`src/rtl/sram_like_arbiter_pkg.sv`:
```
`default_nettype none
// ============================================================================
//  Module      : sram_like_arbiter_pkg
//  Description : Shared owner encodings, parameter defaults, grant type and
//                a width helper for the SRAM-like two-into-one arbiter.
//  Revision    : 1.0  initial release
// ============================================================================
package sram_like_arbiter_pkg;

   // Owner bit stored per accepted request
   localparam logic OWNER_INST = 1'b0;
   localparam logic OWNER_DATA = 1'b1;

   // Parameter defaults
   localparam int DEFAULT_OUTSTANDING  = 2;
   localparam int DEFAULT_STARVE_LIMIT = 3;

   // Which requester is presented downstream this cycle
   typedef enum logic [1:0] {
      GRANT_NONE = 2'd0,
      GRANT_INST = 2'd1,
      GRANT_DATA = 2'd2
   } grant_e;

   // Bits needed to hold values 0..max_value, never less than one bit
   function automatic int width_of(input int max_value);
      return (max_value < 2) ? 1 : $clog2(max_value + 1);
   endfunction

endpackage
`default_nettype wire

```
`src/rtl/sram_like_arbiter_owner_fifo.sv`:
```
`default_nettype none
// ============================================================================
//  Module      : owner_fifo
//  Description : In-order 1-bit FIFO remembering which requester owns each
//                accepted-but-unanswered memory request.
//  Revision    : 1.0  initial release
// ============================================================================
module owner_fifo
   import sram_like_arbiter_pkg::*;
#(
   parameter int DEPTH = DEFAULT_OUTSTANDING
)
(
   input  logic clk,
   input  logic reset,
   input  logic push,
   input  logic push_owner,
   input  logic pop,
   output logic full,
   output logic empty,
   output logic head
);

   localparam int PTR_W = width_of(DEPTH - 1);
   localparam int CNT_W = width_of(DEPTH);
   localparam logic [PTR_W-1:0] LAST_PTR  = PTR_W'(DEPTH - 1);
   localparam logic [CNT_W-1:0] DEPTH_CNT = CNT_W'(DEPTH);

   logic [DEPTH-1:0] r_slots;
   logic [PTR_W-1:0] r_wr_ptr;
   logic [PTR_W-1:0] r_rd_ptr;
   logic [CNT_W-1:0] r_count;
   logic             w_push;
   logic             w_pop;

   // Wrap at DEPTH explicitly so non-power-of-two pointer widths stay safe
   function automatic logic [PTR_W-1:0] next_ptr(input logic [PTR_W-1:0] ptr);
      return (ptr == LAST_PTR) ? '0 : ptr + PTR_W'(1);
   endfunction

   assign full   = (r_count == DEPTH_CNT);
   assign empty  = (r_count == '0);
   assign head   = r_slots[r_rd_ptr];
   assign w_push = push && !full;
   assign w_pop  = pop && !empty;

   // Owner storage, pointers and occupancy
   always_ff @(posedge clk) begin
      if (reset) begin
         r_slots  <= '0;
         r_wr_ptr <= '0;
         r_rd_ptr <= '0;
         r_count  <= '0;
      end else begin
         if (w_push) begin
            r_slots[r_wr_ptr] <= push_owner;
            r_wr_ptr          <= next_ptr(r_wr_ptr);
         end
         if (w_pop) begin
            r_rd_ptr <= next_ptr(r_rd_ptr);
         end
         case ({w_push, w_pop})
            2'b10:   r_count <= r_count + CNT_W'(1);
            2'b01:   r_count <= r_count - CNT_W'(1);
            default: r_count <= r_count;
         endcase
      end
   end

endmodule
`default_nettype wire

```
`src/rtl/sram_like_arbiter.sv`:
```
`default_nettype none
// ============================================================================
//  Module      : sram_like_arbiter
//  Description : Shares one SRAM-like memory port between instruction fetch
//                and data access; data has priority with a starvation guard,
//                responses are routed back in order via an owner FIFO.
//  Revision    : 1.0  initial release
// ============================================================================
module sram_like_arbiter
   import sram_like_arbiter_pkg::*;
#(
   parameter int OUTSTANDING  = DEFAULT_OUTSTANDING,
   parameter int STARVE_LIMIT = DEFAULT_STARVE_LIMIT
)
(
   input  logic        clk,
   input  logic        reset,

   input  logic        inst_sram_req,
   input  logic [3:0]  inst_sram_wen,
   input  logic [31:0] inst_sram_addr,
   input  logic [31:0] inst_sram_wdata,
   output logic        inst_sram_addr_ok,
   output logic        inst_sram_data_ok,
   output logic [31:0] inst_sram_rdata,

   input  logic        data_sram_req,
   input  logic [3:0]  data_sram_wen,
   input  logic [31:0] data_sram_addr,
   input  logic [31:0] data_sram_wdata,
   output logic        data_sram_addr_ok,
   output logic        data_sram_data_ok,
   output logic [31:0] data_sram_rdata,

   output logic        mem_req,
   output logic [3:0]  mem_wen,
   output logic [31:0] mem_addr,
   output logic [31:0] mem_wdata,
   input  logic        mem_addr_ok,
   input  logic        mem_data_ok,
   input  logic [31:0] mem_rdata
);

   localparam int STARVE_W = width_of(STARVE_LIMIT);
   localparam logic [STARVE_W-1:0] STARVE_MAX = STARVE_W'(STARVE_LIMIT);

   grant_e              w_grant;
   logic                w_accept;
   logic                w_fifo_full;
   logic                w_fifo_empty;
   logic                w_fifo_head;
   logic                w_resp_valid;
   logic [STARVE_W-1:0] r_starve_cnt;

   // Data wins by default; inst wins when alone or once data has starved it
   always_comb begin
      w_grant = GRANT_NONE;
      if (inst_sram_req && (!data_sram_req || r_starve_cnt == STARVE_MAX)) begin
         w_grant = GRANT_INST;
      end else if (data_sram_req) begin
         w_grant = GRANT_DATA;
      end
   end

   // Full uses the registered count, so a same-cycle pop cannot unblock
   assign mem_req   = (inst_sram_req || data_sram_req) && !w_fifo_full && !reset;
   assign mem_wen   = (w_grant == GRANT_INST) ? inst_sram_wen   : data_sram_wen;
   assign mem_addr  = (w_grant == GRANT_INST) ? inst_sram_addr  : data_sram_addr;
   assign mem_wdata = (w_grant == GRANT_INST) ? inst_sram_wdata : data_sram_wdata;

   assign w_accept          = mem_req && mem_addr_ok;
   assign inst_sram_addr_ok = w_accept && (w_grant == GRANT_INST);
   assign data_sram_addr_ok = w_accept && (w_grant == GRANT_DATA);

   // A response with nothing outstanding is dropped silently
   assign w_resp_valid      = mem_data_ok && !w_fifo_empty;
   assign inst_sram_data_ok = w_resp_valid && (w_fifo_head == OWNER_INST);
   assign data_sram_data_ok = w_resp_valid && (w_fifo_head == OWNER_DATA);
   assign inst_sram_rdata   = mem_rdata;
   assign data_sram_rdata   = mem_rdata;

   owner_fifo #(
      .DEPTH      (OUTSTANDING)
   ) u_owner_fifo (
      .clk        (clk),
      .reset      (reset),
      .push       (w_accept),
      .push_owner ((w_grant == GRANT_DATA) ? OWNER_DATA : OWNER_INST),
      .pop        (mem_data_ok),
      .full       (w_fifo_full),
      .empty      (w_fifo_empty),
      .head       (w_fifo_head)
   );

   // Count data grants that overtook a waiting inst request
   always_ff @(posedge clk) begin
      if (reset) begin
         r_starve_cnt <= '0;
      end else if (!inst_sram_req || inst_sram_addr_ok) begin
         r_starve_cnt <= '0;
      end else if (data_sram_addr_ok && r_starve_cnt != STARVE_MAX) begin
         r_starve_cnt <= r_starve_cnt + STARVE_W'(1);
      end
   end

endmodule
`default_nettype wire

```
`config.mk`:
```
export PLATFORM = sky130hd
export DESIGN_NAME = sram_like_arbiter
export DESIGN_NICKNAME = d
export VERILOG_FILES = /design/src/rtl/sram_like_arbiter_pkg.sv /design/src/rtl/sram_like_arbiter_owner_fifo.sv /design/src/rtl/sram_like_arbiter.sv
export SDC_FILE = /design/constraint.sdc
export NUM_CORES = 1
export LEC_CHECK = 0
export BUFFER_PORTS_ARGS = -buffer_cell sky130_fd_sc_hd__buf_2
export CAP_MARGIN = 20
export CORE_AREA = 2 2 121 123
export DETAILED_ROUTE_END_ITERATION = 6
export DIE_AREA = 0 0 123 125
export PLACE_DENSITY_LB_ADDON = 0.2
export SETUP_SLACK_MARGIN = 0.2
export SYNTH_ARGS = -nofsm -noshare
export SYNTH_HDL_FRONTEND = slang
export SYNTH_HIERARCHICAL = 1
export SYNTH_SLANG_ARGS = --single-unit
```
`constraint.sdc`:
```
create_clock -name clk -period 2.4 [get_ports clk]
set_input_delay 0.12 -clock clk [delete_from_list [all_inputs] [get_ports clk]]
set_output_delay 0.12 -clock clk [all_outputs]
set_load 0.02 [all_outputs]
```
### After elaboration in Yosys (flattened, before gate mapping)

Index checks and enable logic that the tools add are counted.

* register bits: 8
* logic and storage cells: 58

* reduce and logical (&&, ||, !) cells: 23
* equality and inequality tests: 7
* add/subtract/negate cells: 5
* muxes and demuxes: 14
* order comparisons: 3
* bitwise logic cells: 1

Operators by type and width (count)
* two-way mux 32 bit: 2
* logical AND 1 bit: 12
* == test 2 bit (second input constant): 4
* two-way mux 1 bit: 6
* logical NOT 1 bit: 5
* adder 2 x 1 -> 2 bit (second input constant): 2
* == test 2 x 1 -> 1 bit (second input constant): 2
* < comparator 1 x 2 -> 1 bit (second input constant): 2
* two-way mux 2 bit: 2
* two-way mux 4 bit: 1
* case mux 2 bit (2 select lines): 1
* logical OR 1 bit: 3
* adder 1 bit (second input constant): 2
* bitwise mux 2 bit: 1
* logical NOT 2 bit: 1
* != test 2 bit (second input constant): 1
* nonzero test 2 bit: 1
* OR reduction 2 bit: 1
* subtractor 2 x 1 -> 2 bit (second input constant): 1
* demux 1 bit (select 1 bit): 1
* greater-or-equal comparator 1 bit (second input constant): 1
* NOT 1 bit: 1

### Depth between registers and ports, before layout

* depth after elaboration: 8
* mapped depth: 10
* depth with buffers taken out: 10

### By module

The synthesis kept the hierarchy.

By module, submodules not included
* sram_like_arbiter: times used 1, area each 1501.4 µm², cells each 161
* owner_fifo: times used 1, area each 291.5 µm², cells each 31

### Least setup slack after synthesis

Ideal clock, no wire load.

* kind: register -> register
* from: register u_owner_fifo.r_count[0]
* to: register u_owner_fifo.r_count[1]
* buffers on the path: 0
* setup slack: 0.273 ns
* stages on the path, launching flop included: 10
* required time: 2.330 ns
* setup time: 0.070 ns
* arrival: 2.058 ns
* cell sequence: dfxtp_1 -> nand2b_1 -> inv_2 -> nor2_1 -> o21a_1 -> and2_1 -> nand2_1 -> ha_1 -> or3_1 -> a21oi_1

* longest elaborated chain between the ends: 8
* elaborated cells on any way between the ends: 15

Ends and longest elaborated chain
* start: declaration: RTL line sram_like_arbiter_owner_fifo.sv:32 `logic [CNT_W-1:0] r_count;`
* start signal: assignment: RTL line sram_like_arbiter_owner_fifo.sv:63 `2'b10: r_count <= r_count + CNT_W'(1);`
* start signal: assignment: RTL line sram_like_arbiter_owner_fifo.sv:64 `2'b01: r_count <= r_count - CNT_W'(1);`
* start signal: assignment: RTL line sram_like_arbiter_owner_fifo.sv:65 `default: r_count <= r_count;`
* == test 2 bit *: RTL line sram_like_arbiter_owner_fifo.sv:41 `assign full = (r_count == DEPTH_CNT);`
* net w_fifo_full: RTL line sram_like_arbiter.sv:49 `logic w_fifo_full;`
* logical NOT 1 bit *: RTL line sram_like_arbiter.sv:66 `assign mem_req = (inst_sram_req || data_sram_req) && !w_fifo_full && !reset;`
* logical AND 1 bit * (2 in series): RTL line sram_like_arbiter.sv:66
* net mem_req: RTL line sram_like_arbiter.sv:35 `output logic mem_req,`
* logical AND 1 bit *: RTL line sram_like_arbiter.sv:71 `assign w_accept = mem_req && mem_addr_ok;`
* net w_accept: RTL line sram_like_arbiter.sv:48 `logic w_accept;`
* logical AND 1 bit *: RTL line sram_like_arbiter_owner_fifo.sv:44 `assign w_push = push && !full;`
* == test 2 x 1 -> 1 bit / == test 2 bit (equally long branches): RTL line sram_like_arbiter_owner_fifo.sv:62 `case ({w_push, w_pop})`
* case mux 2 bit (2 select lines) / nonzero test 2 bit (equally long branches)

Mark *: on every way through the listed nets, which the timed path passes. The rest lies on a longest branch.
A chain may end at the register's enable or synchronous reset.

### Worst setup path after layout

* from: register r_starve_cnt[0]
* to: output mem_wdata[0]

* longest elaborated chain between the ends: 6

Ends and longest elaborated chain
* start: declaration: RTL line sram_like_arbiter.sv:53 `logic [STARVE_W-1:0] r_starve_cnt;`
* start signal: assignment: RTL line sram_like_arbiter.sv:102 `r_starve_cnt <= r_starve_cnt + STARVE_W'(1);`
* == test 2 bit: RTL line sram_like_arbiter.sv:58 `if (inst_sram_req && (!data_sram_req || r_starve_cnt == STARVE_MAX)) begin`
* logical OR 1 bit: RTL line sram_like_arbiter.sv:58
* logical AND 1 bit: RTL line sram_like_arbiter.sv:58
* two-way mux 2 bit: RTL line sram_like_arbiter.sv:58
* == test 2 x 1 -> 1 bit: RTL line sram_like_arbiter.sv:69 `assign mem_wdata = (w_grant == GRANT_INST) ? inst_sram_wdata : data_sram_wdata;`
* two-way mux 32 bit: RTL line sram_like_arbiter.sv:69
* end: declaration: RTL line sram_like_arbiter.sv:38 `output logic [31:0] mem_wdata,`

Every way passes these cells.

==> out/qor.yml <==
clock_network:
  ctsLongestPathBuffers: 2
  htreeDepth: 1
  insertion_delay_ns: 0.24
  clkSlewWorstSetupHoldPaths_ns: 0.04
  cts.root.buffer_cell: "clkbuf_16"
  clock-sinks: 8
  cts_tree: "yes"
  cts_buffers: 3
synth:
  netlist_area_sq_um: 1790
  syn_nets: 368
  async_reset_ff_frac: 0
  syn_area_per_cell_sq_um: 9.34
  yosysSeqAreaShare: 0.0893
  synth_edf_count: 0
  ys.flop_type: "dfxtp_1"
  ys_ff_latch: 8
  syn_inst: 192
  synth_cell_types: 28
  yosysWarnings: 6
setup_path:
  r2r_start: "u_owner_fifo/r_count[0]"
  crit_path_end_kind: "output pin"
  ff2ff_setup_slack_ns: 0.40
  slowest_stage: "mux2_2"
  worstPathRequired_ns: 2.28
  r2r_end: "u_owner_fifo/r_count[1]"
  arrival_ns: 1.97
  max_stage_delay_ns: 0.40
  crit_chain: "ha_1, nand2b_2, nand2_4, buf_16, mux2_2, buf_2"
  crit_type: "flip-flop to output pin"
  crit_fanout: 69
  cp-start-kind: "flip-flop"
  rr_worst_depth: 9
global_route:
  grt_first_pass_wirelength_um: 8050
  first_global_vias: 1769
  gr-usage-all-layers: 0.0660
  grt-ovfl-total: 0
  grt_start_max_net_pins: 70
  grt_antenna_before_repair: 0
finish:
  diodes: 0
  nFillCells: 1608
  area_delta_synth_final_pct: 47.7
  nNetsFinal: 517
  final-instance-count-excl-fill: 523
  drive_above_1_share: 0.867
sta:
  slew_violations: 0
  hold_viol_final: 0
  max_freq_ghz: 0.478
  period_share: 0.872
  slew_headroom: 0.749
  fin_ws_ns: 0.306
  finClkSkew_ns: 0.00385
  tns_ns: 0
  finalSetupViolations: 0
  rsz0062_at_grt: "false"
  min_period_ns: 2.09
  tightest_slew_ns: 0.376
  timing.hold.ws_ns: 0.171
routing:
  detail-route-antenna-nets: 0
  routed-via-count: 1867
  firstDrtPassIters: 3
  wl_um: 5690
  drt_iter0_drc: 50
  wire_per_inst_um: 10.9
  via_per_inst: 3.57
  drc: 0
die:
  row_count: 44
  core_area_sq_um: 14200
  io_pins: 311
  die_h_um: 125
  die_w_um: 123
  initial_core_util: 0.126
  dieArea_sq_um: 15400
power_and_ir_drop:
  p_int_w: 0.000667
  combPwrFrac: 0.556
  seqPwrFrac: 0.171
  p_leak_nw: 1.37
  switching_power_w: 0.000390
  p_clk_frac: 0.273
  vdd_drop_max_v: 0.000210
  swShare: 0.369
  power_density_nw_per_um2: 399
hold_path:
  whs_path_depth: 2
  holdPathEnd: "u_owner_fifo/r_count[0]"
  hp-start: "reset"
  hold_path.class: "input pin to flip-flop"
placed_design:
  dp_hpwl_um: 4900
  gp_congestion: 0.721
  portBuffers: 214
  dpl_worst_slack_ns: 0.235
  dp_cells: 520
flow_run:
  drv_cap: 0
outcome:
  status: "finished clean"
[layout make-up]
type	instances	area, sq um	share of cell area
clock buffers	3	75.1	0.0283
well taps	184	230	0.0869
inverters	2	7.51	0.00283
repair buffers	215	1100	0.415
multi-input cells	111	1080	0.406
flip-flops and latches	8	161	0.0609
[cell usage in the layout (no fill, tap or decap), types with 2 or more instances in the layout]
master,instances
mux2_2,69
ha_1,2
clkbuf_16,3
buf_2,214
o21a_1,2
nand2_1,4
nor2_1,3
nand2b_1,4
and4_1,2
and2_1,2
dfxtp_1,7
or3_1,3
a21oi_1,4
xnor2_1,2
[per-layer routing]
layer,vias to the layer above,global-route usage,routed length [um]
li1,896,-,-
met1,803,0.0665,1860
met2,128,0.120,2800
met3,40,0.0119,676
met4,0,0.0468,355
met5,-,0,0
[through the flow]
stage          total power (W)  utilization  cell area, sq um
3_5_place_dp          0.000765        0.180              2550
4_1_cts                0.00106        0.185              2630
2_1_floorplan         0.000698            -              1790
5_1_grt                0.00113        0.186              2650
3_3_place_gp          0.000762        0.180              2550
6_report               0.00106        0.186              2650
[kinds of logic after synthesis]
group,count (synthesis),synth area share
buffers and inverters,73,0.316
multiplexers,70,0.439
AND/OR/NAND/NOR,26,0.0921
AO/OA/AOI/OAI,10,0.0349
flip-flops,8,0.0893
XOR/XNOR,3,0.0147
adder cells (fa/ha/maj),2,0.0140
[cell usage after synthesis (2+ instances only)]
cell      instances  area [sq um]
a21oi_1           4          20.0
buf_4            64           480
buf_6             7          78.8
o21a_1            2          15.0
or3_1             3          18.8
and2_1            2          12.5
xnor2_1           2          17.5
nor2_1            4          15.0
and4_1            2          17.5
mux2_2           69           777
dfxtp_1           8           160
nand2b_1          5          31.3
nand2_1           4          15.0
ha_1              2          25.0
[power by group through the flow]
stage                     Combinational (W)  Clock, W  Sequential, W
after floorplan                    0.000524         0       0.000174
after global placement             0.000584         0       0.000177
after detailed placement           0.000585         0       0.000180
after CTS                          0.000588  0.000294       0.000178
after global routing               0.000641  0.000300       0.000186
final                              0.000588  0.000288       0.000180
[critical path, delay by kind of cell (launching register included)]
family / cells / cell delay (ns)
and+or+nand+nor: 2 / 0.33
DFF: 1 / 0.32
muxes: 1 / 0.40
buffers and inverters: 2 / 0.41
adders and majority gates: 1 / 0.19
[worst max-delay path by stage]
| stage | to | slack [ns] | start |
|---|---|---|---|
| after global routing | mem_wdata[20] | 0.21 | r_starve_cnt[0] |
| after CTS | u_owner_fifo/r_count[1] | 0.21 | u_owner_fifo/r_count[0] |
| after floorplan | u_owner_fifo/r_count[1] | 0.27 | u_owner_fifo/r_count[0] |
| after detailed placement | u_owner_fifo/r_count[1] | 0.24 | u_owner_fifo/r_count[0] |
| final | mem_wdata[0] | 0.31 | r_starve_cnt[0] |
| after global placement | u_owner_fifo/r_count[1] | 0.29 | u_owner_fifo/r_count[0] |
[sequential cells by signal, indices dropped and copies added (netlist names)]
signal and flops:
u_owner_fifo/r_slots 2, u_owner_fifo/r_count 2, r_starve_cnt 2, u_owner_fifo/r_rd_ptr 1, u_owner_fifo/r_wr_ptr 1
[repair_timing]
action | in CTS | in global routing
endpoints found under the hold margin | 0 | 0
hold buffers | 0 | 0
buffers inserted | 0 | 0
endpoints found under the setup margin | 0 | 2
gates resized for setup | 0 | 4
(Power assumes the default switching activity.)
